**config.mk**
```make
export PLATFORM = sky130hd
export DESIGN_NAME = ipid_slice_tx_flat
export DESIGN_NICKNAME = d
export VERILOG_FILES = /design/src/rtl/ipid_slice_tx_if.sv /design/src/rtl/ipid_slice_tx.sv /design/src/flat_wrapper.sv
export SDC_FILE = /design/constraint.sdc
export NUM_CORES = 1
export LEC_CHECK = 0
export CORE_UTILIZATION = 56
export CTS_CLUSTER_SIZE = 8
export DETAILED_ROUTE_END_ITERATION = 12
export GPL_ROUTABILITY_DRIVEN = 0
export GPL_TIMING_DRIVEN = 0
export PLACE_DENSITY = 0.8
export SLEW_MARGIN = 10
export SYNTH_ARGS = -nofsm -noshare
export SYNTH_HDL_FRONTEND = slang
export SYNTH_SLANG_ARGS = --single-unit
```
**constraint.sdc**
```tcl
create_clock -name clk -period 2.4 [get_ports clk]
set_input_delay 0.36 -clock clk [delete_from_list [all_inputs] [get_ports clk]]
set_output_delay 0.36 -clock clk [all_outputs]
set_load 0.01 [all_outputs]
```
**src/rtl/ipid_slice_tx_if.sv**
```systemverilog
// Signature load port for the IP-ID slice transmitter.
// The producer drives valid/data and watches ready; the transmitter drives ready.
interface ipid_slice_tx_if #(
    parameter int SIG_W = 256
);
    logic             sig_load_valid;
    logic             sig_load_ready;
    logic [SIG_W-1:0] sig_load_data;

    modport master (
        output sig_load_valid,
        output sig_load_data,
        input  sig_load_ready
    );

    modport slave (
        input  sig_load_valid,
        input  sig_load_data,
        output sig_load_ready
    );
endinterface

```
**src/rtl/ipid_slice_tx.sv**
```systemverilog
// Transmit end of the GPIO IP-ID ingest link. Signatures are taken into a
// one-entry holding buffer, moved into a shift register and streamed MSB
// first as SLICE_W-bit slices on gpio_out[SLICE_W+7:8], one per clock.
// gpio_out[0] = strobe, [1] = first slice, [2] = last slice.
// The output registers always hold the value for the cycle being displayed,
// so the state that decides a slice also loads it into the output register.
module ipid_slice_tx #(
    parameter int N       = 24,
    parameter int SIG_W   = 256,
    parameter int SLICE_W = 16,
    parameter int NUM_SIG = 10
) (
    input  logic                 clk,
    input  logic                 rst,
    input  logic                 start,
    ipid_slice_tx_if.slave       load,
    output logic [N-1:0]         gpio_out,
    output logic [N-1:0]         gpio_en,
    output logic                 busy,
    output logic                 done,
    output logic [3:0]           sig_cnt
);

    localparam int SLICES = SIG_W / SLICE_W;
    localparam int IDX_W  = $clog2(SLICES);
    localparam logic [IDX_W-1:0] LAST_IDX  = IDX_W'(SLICES - 1);
    localparam logic [3:0]       NUM_SIG_C = 4'(NUM_SIG);

    typedef enum logic [1:0] {
        ST_IDLE = 2'd0,
        ST_WAIT = 2'd1,
        ST_SEND = 2'd2,
        ST_DONE = 2'd3
    } state_t;

    state_t               state_r;
    state_t               state_nxt_s;

    logic                 start_q_r;
    logic                 start_edge_s;

    logic [SIG_W-1:0]     buf_r;
    logic                 buf_full_r;
    logic                 accept_s;
    logic                 take_s;

    logic [SIG_W-1:0]     shift_r;
    logic [SIG_W-1:0]     shift_nxt_s;
    logic [IDX_W-1:0]     slice_idx_r;
    logic [IDX_W-1:0]     slice_idx_nxt_s;
    logic [IDX_W-1:0]     slice_idx_inc_s;
    logic                 slice_last_s;

    logic [3:0]           sig_cnt_r;
    logic [3:0]           sig_cnt_nxt_s;
    logic [3:0]           sig_cnt_inc_s;
    logic                 sess_end_s;

    logic [SLICE_W-1:0]   slice_r;
    logic [SLICE_W-1:0]   slice_nxt_s;
    logic                 strobe_r;
    logic                 strobe_nxt_s;
    logic                 first_r;
    logic                 first_nxt_s;
    logic                 last_r;
    logic                 last_nxt_s;
    logic                 busy_r;
    logic                 busy_nxt_s;
    logic                 done_r;
    logic                 done_nxt_s;

    // Start is edge-triggered; a held level never re-arms a session.
    assign start_edge_s    = start & ~start_q_r;
    assign accept_s        = load.sig_load_valid & ~buf_full_r;
    assign slice_last_s    = (slice_idx_r == LAST_IDX);
    assign slice_idx_inc_s = slice_idx_r + IDX_W'(1);
    // Saturating count of fully sent signatures.
    assign sig_cnt_inc_s   = (sig_cnt_r == NUM_SIG_C) ? sig_cnt_r : (sig_cnt_r + 4'd1);
    assign sess_end_s      = (sig_cnt_inc_s == NUM_SIG_C);

    assign load.sig_load_ready = ~buf_full_r;

    // FSM state register.
    always_ff @(posedge clk or negedge rst) begin
        if (!rst) begin
            state_r <= ST_IDLE;
        end else begin
            state_r <= state_nxt_s;
        end
    end

    // FSM next-state decode.
    always_comb begin
        state_nxt_s = state_r;
        case (state_r)
            ST_IDLE: begin
                if (start_edge_s) begin
                    state_nxt_s = ST_WAIT;
                end else begin
                    state_nxt_s = ST_IDLE;
                end
            end
            ST_WAIT: begin
                if (buf_full_r) begin
                    state_nxt_s = ST_SEND;
                end else begin
                    state_nxt_s = ST_WAIT;
                end
            end
            ST_SEND: begin
                if (!slice_last_s) begin
                    state_nxt_s = ST_SEND;
                end else if (sess_end_s) begin
                    state_nxt_s = ST_DONE;
                end else if (buf_full_r) begin
                    state_nxt_s = ST_SEND;
                end else begin
                    state_nxt_s = ST_WAIT;
                end
            end
            ST_DONE: begin
                state_nxt_s = ST_IDLE;
            end
            default: begin
                state_nxt_s = ST_IDLE;
            end
        endcase
    end

    // FSM output decode: next values for the output and datapath registers.
    always_comb begin
        shift_nxt_s     = shift_r;
        slice_idx_nxt_s = slice_idx_r;
        sig_cnt_nxt_s   = sig_cnt_r;
        slice_nxt_s     = slice_r;
        strobe_nxt_s    = 1'b0;
        first_nxt_s     = 1'b0;
        last_nxt_s      = 1'b0;
        busy_nxt_s      = busy_r;
        done_nxt_s      = 1'b0;
        take_s          = 1'b0;
        case (state_r)
            ST_IDLE: begin
                if (start_edge_s) begin
                    busy_nxt_s    = 1'b1;
                    sig_cnt_nxt_s = 4'd0;
                end else begin
                    busy_nxt_s    = 1'b0;
                end
            end
            ST_WAIT: begin
                busy_nxt_s = 1'b1;
                if (buf_full_r) begin
                    // Slice 0 goes straight to the output register.
                    take_s          = 1'b1;
                    slice_nxt_s     = buf_r[SIG_W-1 -: SLICE_W];
                    shift_nxt_s     = buf_r << SLICE_W;
                    slice_idx_nxt_s = '0;
                    strobe_nxt_s    = 1'b1;
                    first_nxt_s     = 1'b1;
                    last_nxt_s      = (LAST_IDX == '0);
                end else begin
                    // Underrun: strobe low, slice data holds.
                    slice_nxt_s = slice_r;
                end
            end
            ST_SEND: begin
                busy_nxt_s = 1'b1;
                if (!slice_last_s) begin
                    slice_nxt_s     = shift_r[SIG_W-1 -: SLICE_W];
                    shift_nxt_s     = shift_r << SLICE_W;
                    slice_idx_nxt_s = slice_idx_inc_s;
                    strobe_nxt_s    = 1'b1;
                    last_nxt_s      = (slice_idx_inc_s == LAST_IDX);
                end else begin
                    sig_cnt_nxt_s = sig_cnt_inc_s;
                    if (sess_end_s) begin
                        done_nxt_s  = 1'b1;
                        slice_nxt_s = '0;
                    end else if (buf_full_r) begin
                        // Back-to-back signature: slice 0 follows with no gap.
                        take_s          = 1'b1;
                        slice_nxt_s     = buf_r[SIG_W-1 -: SLICE_W];
                        shift_nxt_s     = buf_r << SLICE_W;
                        slice_idx_nxt_s = '0;
                        strobe_nxt_s    = 1'b1;
                        first_nxt_s     = 1'b1;
                        last_nxt_s      = (LAST_IDX == '0);
                    end else begin
                        slice_nxt_s = slice_r;
                    end
                end
            end
            ST_DONE: begin
                busy_nxt_s  = 1'b0;
                slice_nxt_s = '0;
            end
            default: begin
                busy_nxt_s  = 1'b0;
                slice_nxt_s = '0;
            end
        endcase
    end

    // Start edge detector and holding buffer with its full flag.
    always_ff @(posedge clk or negedge rst) begin
        if (!rst) begin
            start_q_r  <= 1'b0;
            buf_r      <= '0;
            buf_full_r <= 1'b0;
        end else begin
            start_q_r <= start;
            if (accept_s) begin
                buf_r      <= load.sig_load_data;
                buf_full_r <= 1'b1;
            end else if (take_s) begin
                buf_full_r <= 1'b0;
            end else begin
                buf_full_r <= buf_full_r;
            end
        end
    end

    // Shift register, slice index, signature count and output registers.
    always_ff @(posedge clk or negedge rst) begin
        if (!rst) begin
            shift_r     <= '0;
            slice_idx_r <= '0;
            sig_cnt_r   <= 4'd0;
            slice_r     <= '0;
            strobe_r    <= 1'b0;
            first_r     <= 1'b0;
            last_r      <= 1'b0;
            busy_r      <= 1'b0;
            done_r      <= 1'b0;
        end else begin
            shift_r     <= shift_nxt_s;
            slice_idx_r <= slice_idx_nxt_s;
            sig_cnt_r   <= sig_cnt_nxt_s;
            slice_r     <= slice_nxt_s;
            strobe_r    <= strobe_nxt_s;
            first_r     <= first_nxt_s;
            last_r      <= last_nxt_s;
            busy_r      <= busy_nxt_s;
            done_r      <= done_nxt_s;
        end
    end

    // GPIO word assembly from the output registers.
    always_comb begin
        gpio_out                = '0;
        gpio_out[SLICE_W+7:8]   = slice_r;
        gpio_out[2:0]           = {last_r, first_r, strobe_r};
    end

    assign gpio_en = {N{busy_r}};
    assign busy    = busy_r;
    assign done    = done_r;
    assign sig_cnt = sig_cnt_r;

endmodule

```
**src/flat_wrapper.sv**
```systemverilog
// flat-port wrapper written by rule: the top's interface ports become plain ports
module ipid_slice_tx_flat 
#(
    parameter int N       = 24,
    parameter int SIG_W   = 256,
    parameter int SLICE_W = 16,
    parameter int NUM_SIG = 10
)
  (clk, rst, start, gpio_out, gpio_en, busy, done, sig_cnt, load_sig_load_valid, load_sig_load_data, load_sig_load_ready);
  ipid_slice_tx_if #(.SIG_W(SIG_W)) load_i ();
  input  logic clk;
  input  logic rst;
  input  logic start;
  output logic [N-1:0] gpio_out;
  output logic [N-1:0] gpio_en;
  output logic busy;
  output logic done;
  output logic [3:0] sig_cnt;
  input wire logic [$bits(load_i.sig_load_valid)-1:0] load_sig_load_valid;
  input wire logic [$bits(load_i.sig_load_data)-1:0] load_sig_load_data;
  output wire logic [$bits(load_i.sig_load_ready)-1:0] load_sig_load_ready;
  assign load_i.sig_load_valid = load_sig_load_valid;
  assign load_i.sig_load_data = load_sig_load_data;
  assign load_sig_load_ready = load_i.sig_load_ready;
  ipid_slice_tx #(.N(N), .SIG_W(SIG_W), .SLICE_W(SLICE_W), .NUM_SIG(NUM_SIG)) u_core (.clk(clk), .rst(rst), .start(start), .load(load_i), .gpio_out(gpio_out), .gpio_en(gpio_en), .busy(busy), .done(done), .sig_cnt(sig_cnt));
endmodule
```
# Yosys cells after proc, flatten, opt, wreduce, memory -nomap -nowiden
# Cells that the tools add are included.
# op_classes
add_sub_neg	2
reduce_logical	8
bitwise_logic	4
n_mux	36
eq_ne	10
# op_table
op	count
256-bit two-way mux	3
256-bit one-hot mux with 2 select lines	1
16-bit two-way mux	3
16-bit one-hot mux with 3 select lines	1
4-bit two-way mux	6
4-bit == test, second input constant	4
4-bit one-hot mux with 2 select lines	2
1-bit two-way mux	13
4-bit by 1-bit adder with 4-bit output, second input constant	2
2-bit one-hot mux with 4 select lines	1
2-bit two-way mux	3
2-bit nonzero test	3
2-bit == test, second input constant	2
2-bit by 1-bit != test with 1-bit output, second input constant	2
1-bit one-hot mux with 2 select lines	2
3-bit != test, second input constant	1
1-bit one-hot mux with 3 select lines	1
3-bit AND reduction	1
3-bit nonzero test	1
1-bit bitwise AND	2
2-bit by 1-bit == test with 1-bit output, second input constant	1
2-bit zero test	1
1-bit NOT	2
2-bit AND reduction	1
2-bit OR reduction	1
# totals
regBits	545
elab_cells	73

# Logic depth before layout (Yosys ltp)
# depth
ltp_word	8
ltp_mapped	10
ltp_nobuf	6

# Worst setup path before layout
# Ideal clock, no wire load.
# synth_timing
path_kind	reg-to-reg
startpoint	register u_core.sig_cnt_r[0], in the netlist u_core.sig_cnt[0]
endpoint	register u_core.shift_r[110]
synth_period_minus_slack_ns	2.188
t_arrival_ns	2.045
setup_time_ns	0.142
path_stages_with_launch	9
required_ns	2.258
path_buffers	2
path_slack_ns	0.212
path_cell_list	dfrtp_1 > inv_1 > ha_1 > a211o_1 > o2bb2ai_2 > o31ai_4 > buf_4 > buf_2 > o221ai_1
# synth_via
elab_chain_len	5
# synth_rtl
item	line_no	text
start: declaration	ipid_slice_tx.sv:54	logic [3:0] sig_cnt_r;
start signal: assignment	ipid_slice_tx.sv:239	sig_cnt_r <= sig_cnt_nxt_s;
4-bit by 1-bit adder with 4-bit output / 4-bit == test (equally long branches)	ipid_slice_tx.sv:78	assign sig_cnt_inc_s = (sig_cnt_r == NUM_SIG_C) ? sig_cnt_r : (sig_cnt_r + 4'd1);
4-bit two-way mux (*)	ipid_slice_tx.sv:78	
4-bit == test (*)	ipid_slice_tx.sv:79	assign sess_end_s = (sig_cnt_inc_s == NUM_SIG_C);
3-bit != test (no source line) (*)	--	
2-bit AND reduction (no source line) (*)	--	
end signal: assignment	ipid_slice_tx.sv:237	shift_r <= shift_nxt_s;
end: declaration	ipid_slice_tx.sv:47	logic [SIG_W-1:0] shift_r;
# Every way passes the cells marked *; elsewhere a longest branch is shown, timed or not.
# A chain may end at the register's enable or synchronous reset.

# Worst setup path after layout
# layout_timing
startpoint	register u_core.sig_cnt_r[0], in the netlist u_core.sig_cnt[0]
endpoint	register u_core.shift_r[153]
# Same word-level chain as after synthesis.

==> key figures <==
Power
  – PD cells: ~1200 nW/µm²
  – Leak: roughly 0.013 µW
  – Peak VDD IR: 725.4 µV

Setup path
  – Crit end category: register
  – Reg2reg end: u_core.shift_r[153]
  – Delay-heaviest family, CP: compound AO/OA/AOI/OAI gates
  – Setup CP Type: register to register
  – R2R Setup Slk: 0.009 ns
  – Worst path slowest cell: dfrtp_2
  – WP data required: around 2.9 ns
  – CP max stage delay: between 0.4 and 0.5 ns
  – Crit Path Max Fanout: 10
  – CP cell instances: ha_1 -> a211o_1 -> o2bb2ai_4 -> o31ai_4 -> buf_12 -> clkbuf_4 -> buf_6 -> o221ai_1
  – Critical Path Start Type: register
  – CP arrival: about 2.9 ns
  – Worst r2r src: u_core.sig_cnt[0]
  – Worst-case reg-to-reg path depth: 8
  – Buf/Inv on CP: 3

Global route
  – Initial antenna violation count: 19
  – First-pass GRT wire length: approximately 120000 µm
  – Total track usage: between 30% and 40%
  – Congestion Overflow GR: 0
  – Met2 usage: ~52%
  – Number of global-route vias before repair: ~22000
  – Global route hottest layer: met2
  – Largest net degree at the start of global routing: ~110
  – Met1 Resource Use GR: between 40% and 50%
  – Met3 Usage GRT: 7.376%

Finish
  – Final core occ: approximately 72%
  – Fin area: 32020 µm²
  – Commonest cells after routing, fill and taps aside: dfrtp_1 (543), clkdlybuf4s50_1 (308), nand2_1 (276)
  – Layout cells sized above 1: 22.13%
  – Area growth, synth to finish: 26.44%
  – Fill count: 3021
  – Most common cell after layout, fill and taps aside: dfrtp_1
  – Nets@finish: between 2000 and 3000

CTS
  – Clk buf depth: 3
  – TritonCTS clock tree: done
  – CTS Buf Count: 78
  – Worst-path clk slew: ~0.050 ns
  – Sink Count: around 550
  – CTS H-tree depth: 3
  – Clock Latency Late Sink: 0.61 ns
  – Root buf cell: clkbuf_16

Routing
  – Drt pass-1 iters: 8
  – Number of remaining DRC errors: 0
  – Total wire length: slightly below 80000 µm
  – Post-route ant nets: 0
  – Routed wire length per instance: between 20 and 25 µm
  – Vias/cell: around 6.7
  – First DRT Iteration DRCs: between 2000 and 3000
  – Via count: about 22000

Placed design
  – PortBufs: around 300
  – Pre-CTS setup slack: -0.9359 ns
  – DP Area: roughly 30000 µm²
  – Dpl hpwl: between 50000 and 60000 µm

Yosys
  – Area share of the largest cell type after synthesis: a little over half
  – Post-synthesis area per instance: roughly 11 µm²
  – Sequential area share after synthesis: 53.86%
  – Synth unique cells: 47
  – Top_reg_cell synth: dfrtp_1
  – Top cells by area, synth: dfrtp_1 (54%), mux2_2 (11%), o221ai_1 (8.3%)
  – Mapped cell area: between 20000 and 30000 µm²
  – EDFF count, synth: 0
  – Synth Instances: between 2000 and 2500
  – Yosys warnings: 0
  – Yosys reg bits: 545
  – Yosys top cell by area: dfrtp_1
  – Post-synth ARST share: 100.0%

Timing
  – Worst slew margin: approximately half
  – RSZ-0062 raised after global routing: yes
  – Period utilisation layout: between 90% and 100%
  – PnR worst setup slack: between 0.009 and 0.01 ns
  – Final min period: ~2.4 ns
  – Fmax: between 400 and 500 MHz
  – Clock Skew: ~0.016 ns
  – Slew @ Worst Pin: ~0.74 ns
  – Max Slew Vio Count: 0
  – Final setup viols: 0
  – Fin. Hold Viols: 0

Hold path
  – Hold_sp: start
  – Hold Path End: u_core.start_q_r
  – Worst Hold Path Cells: 1
  – Hold crit path type: input pin to register

Die
  – Io pins: 315
  – # rows: 77
  – DIE HEIGHT: approximately 210 µm
  – Die area: roughly 46000 µm²
  – Chip Width: approximately 210 µm
  – Core area: 44410 µm²
  – Starting Density: 57.02%

Run status
  – Status: complete, no violations

Job
  – # Max-Cap Violations: 0
## worst max path at each step
stage | startpoint | to | depth (start not counted)
6_report | u_core.sig_cnt[0] | u_core.shift_r[153] | 8
5_1_grt | u_core.sig_cnt[0] | u_core.shift_r[153] | 8
4_1_cts | u_core.slice_idx_r[0] | u_core.shift_r[56] | 9
3_5_place_dp | load_sig_load_valid | u_core.buf_r[28] | 6
3_3_place_gp | rst | u_core.buf_r[153] | 1
2_1_floorplan | u_core.sig_cnt[0] | u_core.shift_r[110] | 8
## synthesized netlist by cell type (all sizes together), types with 3 or more instances
cell,count
a22oi,240
o221ai,240
mux2,257
a211oi,3
o21a,16
o21ai,249
nor2,9
ha,8
nand3,5
nand2b,3
o31ai,3
a21oi,13
mux2i,33
o211ai,16
o2111ai,16
o22ai,16
dfrtp,545
clkbuf,160
inv,10
buf,110
nand2,277
## cells by family (layout without fill, tap and decap cells)
family	Yosys count	after routing	share of synthesized area, %
compound gates	826	826	23.23
fa+ha+maj	8	8	0.3953
buf+inv	280	691	5.060
flops	545	545	53.86
mux	290	290	12.75
other cells	1	17	0.01481
simple gates	305	305	4.699
## worst register-to-register path, cell delays in order, from the launching register on
cell and delay (ns):
dfrtp_2 0.44, ha_1 0.26, a211o_1 0.36, o2bb2ai_4 0.21, o31ai_4 0.26, buf_12 0.17
clkbuf_4 0.23, buf_6 0.17, o221ai_1 0.15
## through the flow
stage	total power (µW)	setup TNS [ns]	hold WS [ns]	instances
CTS	36510	-0.04623	0.2710	3252
global route	38430	-1.808	0.2919	3274
global placement	25750	-	0.4683	3160
detailed placement	26410	-277.17	0.3386	3165
floorplan	22130	0	0.06441	2259
finish	36830	0	0.2838	3274
## power by group
part	leakage (µW)	internal (µW)	switching [µW]
combinational	0.00556	5090	4170
sequential	0.00661	13700	4020
clock	0.00104	6030	3860
total	0.0132	24800	12100
## state kept, by name (all words and copies together), names as in the netlist
signal              flops
u_core.buf_r          256
u_core.shift_r        256
u_core.slice_r         16
u_core.sig_cnt          4
u_core.slice_idx_r      4
u_core.state_r          2
u_core.buf_full_r       1
u_core.busy             1
u_core.done             1
u_core.first_r          1
u_core.last_r           1
u_core.start_q_r        1
u_core.strobe_r         1
## layout make-up
| cell class | instances | area, µm² | share of cell area, % |
|---|---|---|---|
| repair buffers | 326 | 3358 | 10.49 |
| flip-flops and latches | 545 | 13640 | 42.60 |
| well taps | 592 | 740.7 | 2.313 |
| multi-input cells | 1434 | 10530 | 32.87 |
| clock buffers | 84 | 2081 | 6.498 |
| diodes | 12 | 30.03 | 0.09378 |
| clock inverters | 3 | 41.29 | 0.1290 |
| plain buffers | 268 | 1560 | 4.873 |
| inverters | 10 | 41.29 | 0.1290 |
## what timing repair did
action | CTS | global route
resized for setup | 121 | 123
endpoints found under the hold margin | 67 | 0
gates cloned | 0 | 2
buffers inserted | 1 | 8
hold buffers | 1 | 0
pin swaps | 2 | 4
setup endpoints to repair | 523 | 460
## metal layers
layer / part of all wire [%] / wire (µm)
met1: 39 / 30550
met3: 8.9 / 6894
met4: 4.8 / 3741
met2: 47 / 36590
met5: 0.11 / 82
No activity file was read; power rests on OpenSTA's default activity.
==> RTL edit: new RTL, config.mk and constraints unchanged <==
`NUM_SIG` is set to 10 in 2 places; all go to 5.
--- a/src/rtl/ipid_slice_tx.sv
+++ b/src/rtl/ipid_slice_tx.sv
@@ -8,7 +8,7 @@
     parameter int N       = 24,
     parameter int SIG_W   = 256,
     parameter int SLICE_W = 16,
-    parameter int NUM_SIG = 10
+    parameter int NUM_SIG = 5
 ) (
     input  logic                 clk,
     input  logic                 rst,
--- a/src/flat_wrapper.sv
+++ b/src/flat_wrapper.sv
@@ -4,7 +4,7 @@
     parameter int N       = 24,
     parameter int SIG_W   = 256,
     parameter int SLICE_W = 16,
-    parameter int NUM_SIG = 10
+    parameter int NUM_SIG = 5
 )
   (clk, rst, start, gpio_out, gpio_en, busy, done, sig_cnt, load_sig_load_valid, load_sig_load_data, load_sig_load_ready);
   ipid_slice_tx_if #(.SIG_W(SIG_W)) load_i ();
Function: not settled (the Yosys comparison gave no result); the edit may change what the design does.
==> RTL edit against the unedited design <==
Non-clock buffer count is 61 lower; setup slack better by 50 ps; highest routed layer unchanged; total power is 1.0% lower; wire length is 17% lower; cell area is 6.0% lower; worst hold slack worse by 33 ps; synthesized cell count is 15% lower; synthesized area is 6.1% lower; utilization is 0.35 points lower; global-route usage is 3.3 points lower; fmax is 2.1% higher; sequential cell count stayed put.
==> RTL edit: results (changes against the unedited design) <==
Parameter                              Value

Placement
  Dpl cells    2771 (-12%)
  Pre-CTS setup slack    -767 ps (+169 ps)
  Detail Placement HPWL    45000 um (-16%)
  Placed cell areas    27700 um2 (-5.6%)

Logic synthesis
  Leading cell types by count after synthesis    dfrtp_1, a21oi_1, mux2_2
  Number of library cell types mapped by synthesis    50 (+6.4%)
  Number of cells produced by synthesis    1915 (-15%)
  Synth area leaders    dfrtp_1, mux2_2, o2bb2ai_1
  Sequential cell area fraction in the yosys report    0.574 (+0.0352)

STA
  Fin Clk Skew    20.9 ps (+5.10 ps)
  Final critical-path share of the clock period    0.975 (-0.0208)
  Worst slew pin tran    830 ps (+92.1 ps)

Layout
  Layout cell share with drive strength beyond 1    0.225 (+0.00374)
  Final Net Count    2593 (-12%)
  Number of standard cells in the layout, taps in and fillers out    2874 (-12%)
  Largest registers    u_core.buf_r x256, u_core.shift_r x256, u_core.slice_r x16

Route
  Vias per inst    6.10 (-8.8%)
  Initial detailed-routing violation count    1722 (-37%)
  First-pass detailed-route iteration total    6 (-2)
  Wire length per cell after detailed routing    22.5 um (-5.5%)

Clocking
  Gates resized, CTS repair    59 (-51%)
  Number of post-CTS setup repair buffers    8 (+7)
  Clk_lat worst skew    590 ps (-20 ps)

Power and ir drop
  Reported leakage power    13.2 nW (-0.20%)
  IR drop worst, VDD    0.617 mV (-15%)

Run status
  Result of the run    complete, no violations

Global routing
  Number of global-route vias before repair    18.3k (-17%)
  First-pass GRT wire length    101000 um (-16%)
  Tot GR Track Use    0.301 (-0.0330)
  Initial antenna violation count    10 (-9)

Worst setup path
  Register-to-register setup slack    60 ps (+50 ps)
  Arrival time of data at the critical path endpoint    2800 ps (-50 ps)
  Worst Reg2Reg Path Length in Cells    9 (+1)
  Crit Reg-Reg Endpoint    u_core.slice_idx_r[3]

Min path
  End point of the worst hold path    u_core.start_q_r
-- RTL edit: worst max-delay path by stage --
stage | start | to | cells past startpoint
after floorplan | u_core.sig_cnt[0] | u_core.slice_idx_r[3] | 7
after global placement | rst | u_core.buf_r[138] | 1
after detailed placement | load_sig_load_valid | u_core.buf_r[74] | 6
after CTS | u_core.sig_cnt[0] | u_core.shift_r[63] | 9
after global routing | u_core.slice_idx_r[1] | u_core.shift_r[111] | 8
final | u_core.sig_cnt[0] | u_core.slice_idx_r[3] | 9
-- RTL edit: final cells by class --
type / instances / area, um2
diodes: 7 / 17.5
flip-flops and latches: 545 / 13600
fillers: 2742 / 11900
repair buffers: 327 / 3370
well taps: 539 / 674
plain buffers: 206 / 1280
clock buffers: 82 / 2030
multi-input cells: 1157 / 9030
inverters: 10 / 37.5
clock inverters: 1 / 8.76
-- RTL edit: cells by family after synthesis --
kind of cell,Yosys count,share of synthesized area
multiplexers,273,0.128
AND/OR/NAND/NOR,322,0.0815
flip-flops,545,0.574
AO/OA/AOI/OAI,549,0.161
other,1,0.000158
buffers and inverters,217,0.0505
adder cells (fa/ha/maj),8,0.00421
-- RTL edit: power breakdown --
| part | switching [mW] | internal, mW | leakage [nW] | total [mW] |
|---|---|---|---|---|
| combinational | 4.50 | 5.91 | 5.55 | 10.4 |
| sequential | 2.96 | 13.5 | 6.63 | 16.4 |
| clock | 3.72 | 5.87 | 1.00 | 9.59 |
-- RTL edit: metal layers --
metal	track usage	routed length, um	up-vias
met5	0	34	-
met4	0.131	2150	6
met3	0.0629	4620	134
met2	0.477	30800	787
met1	0.403	27000	8759
li1	-	-	7850
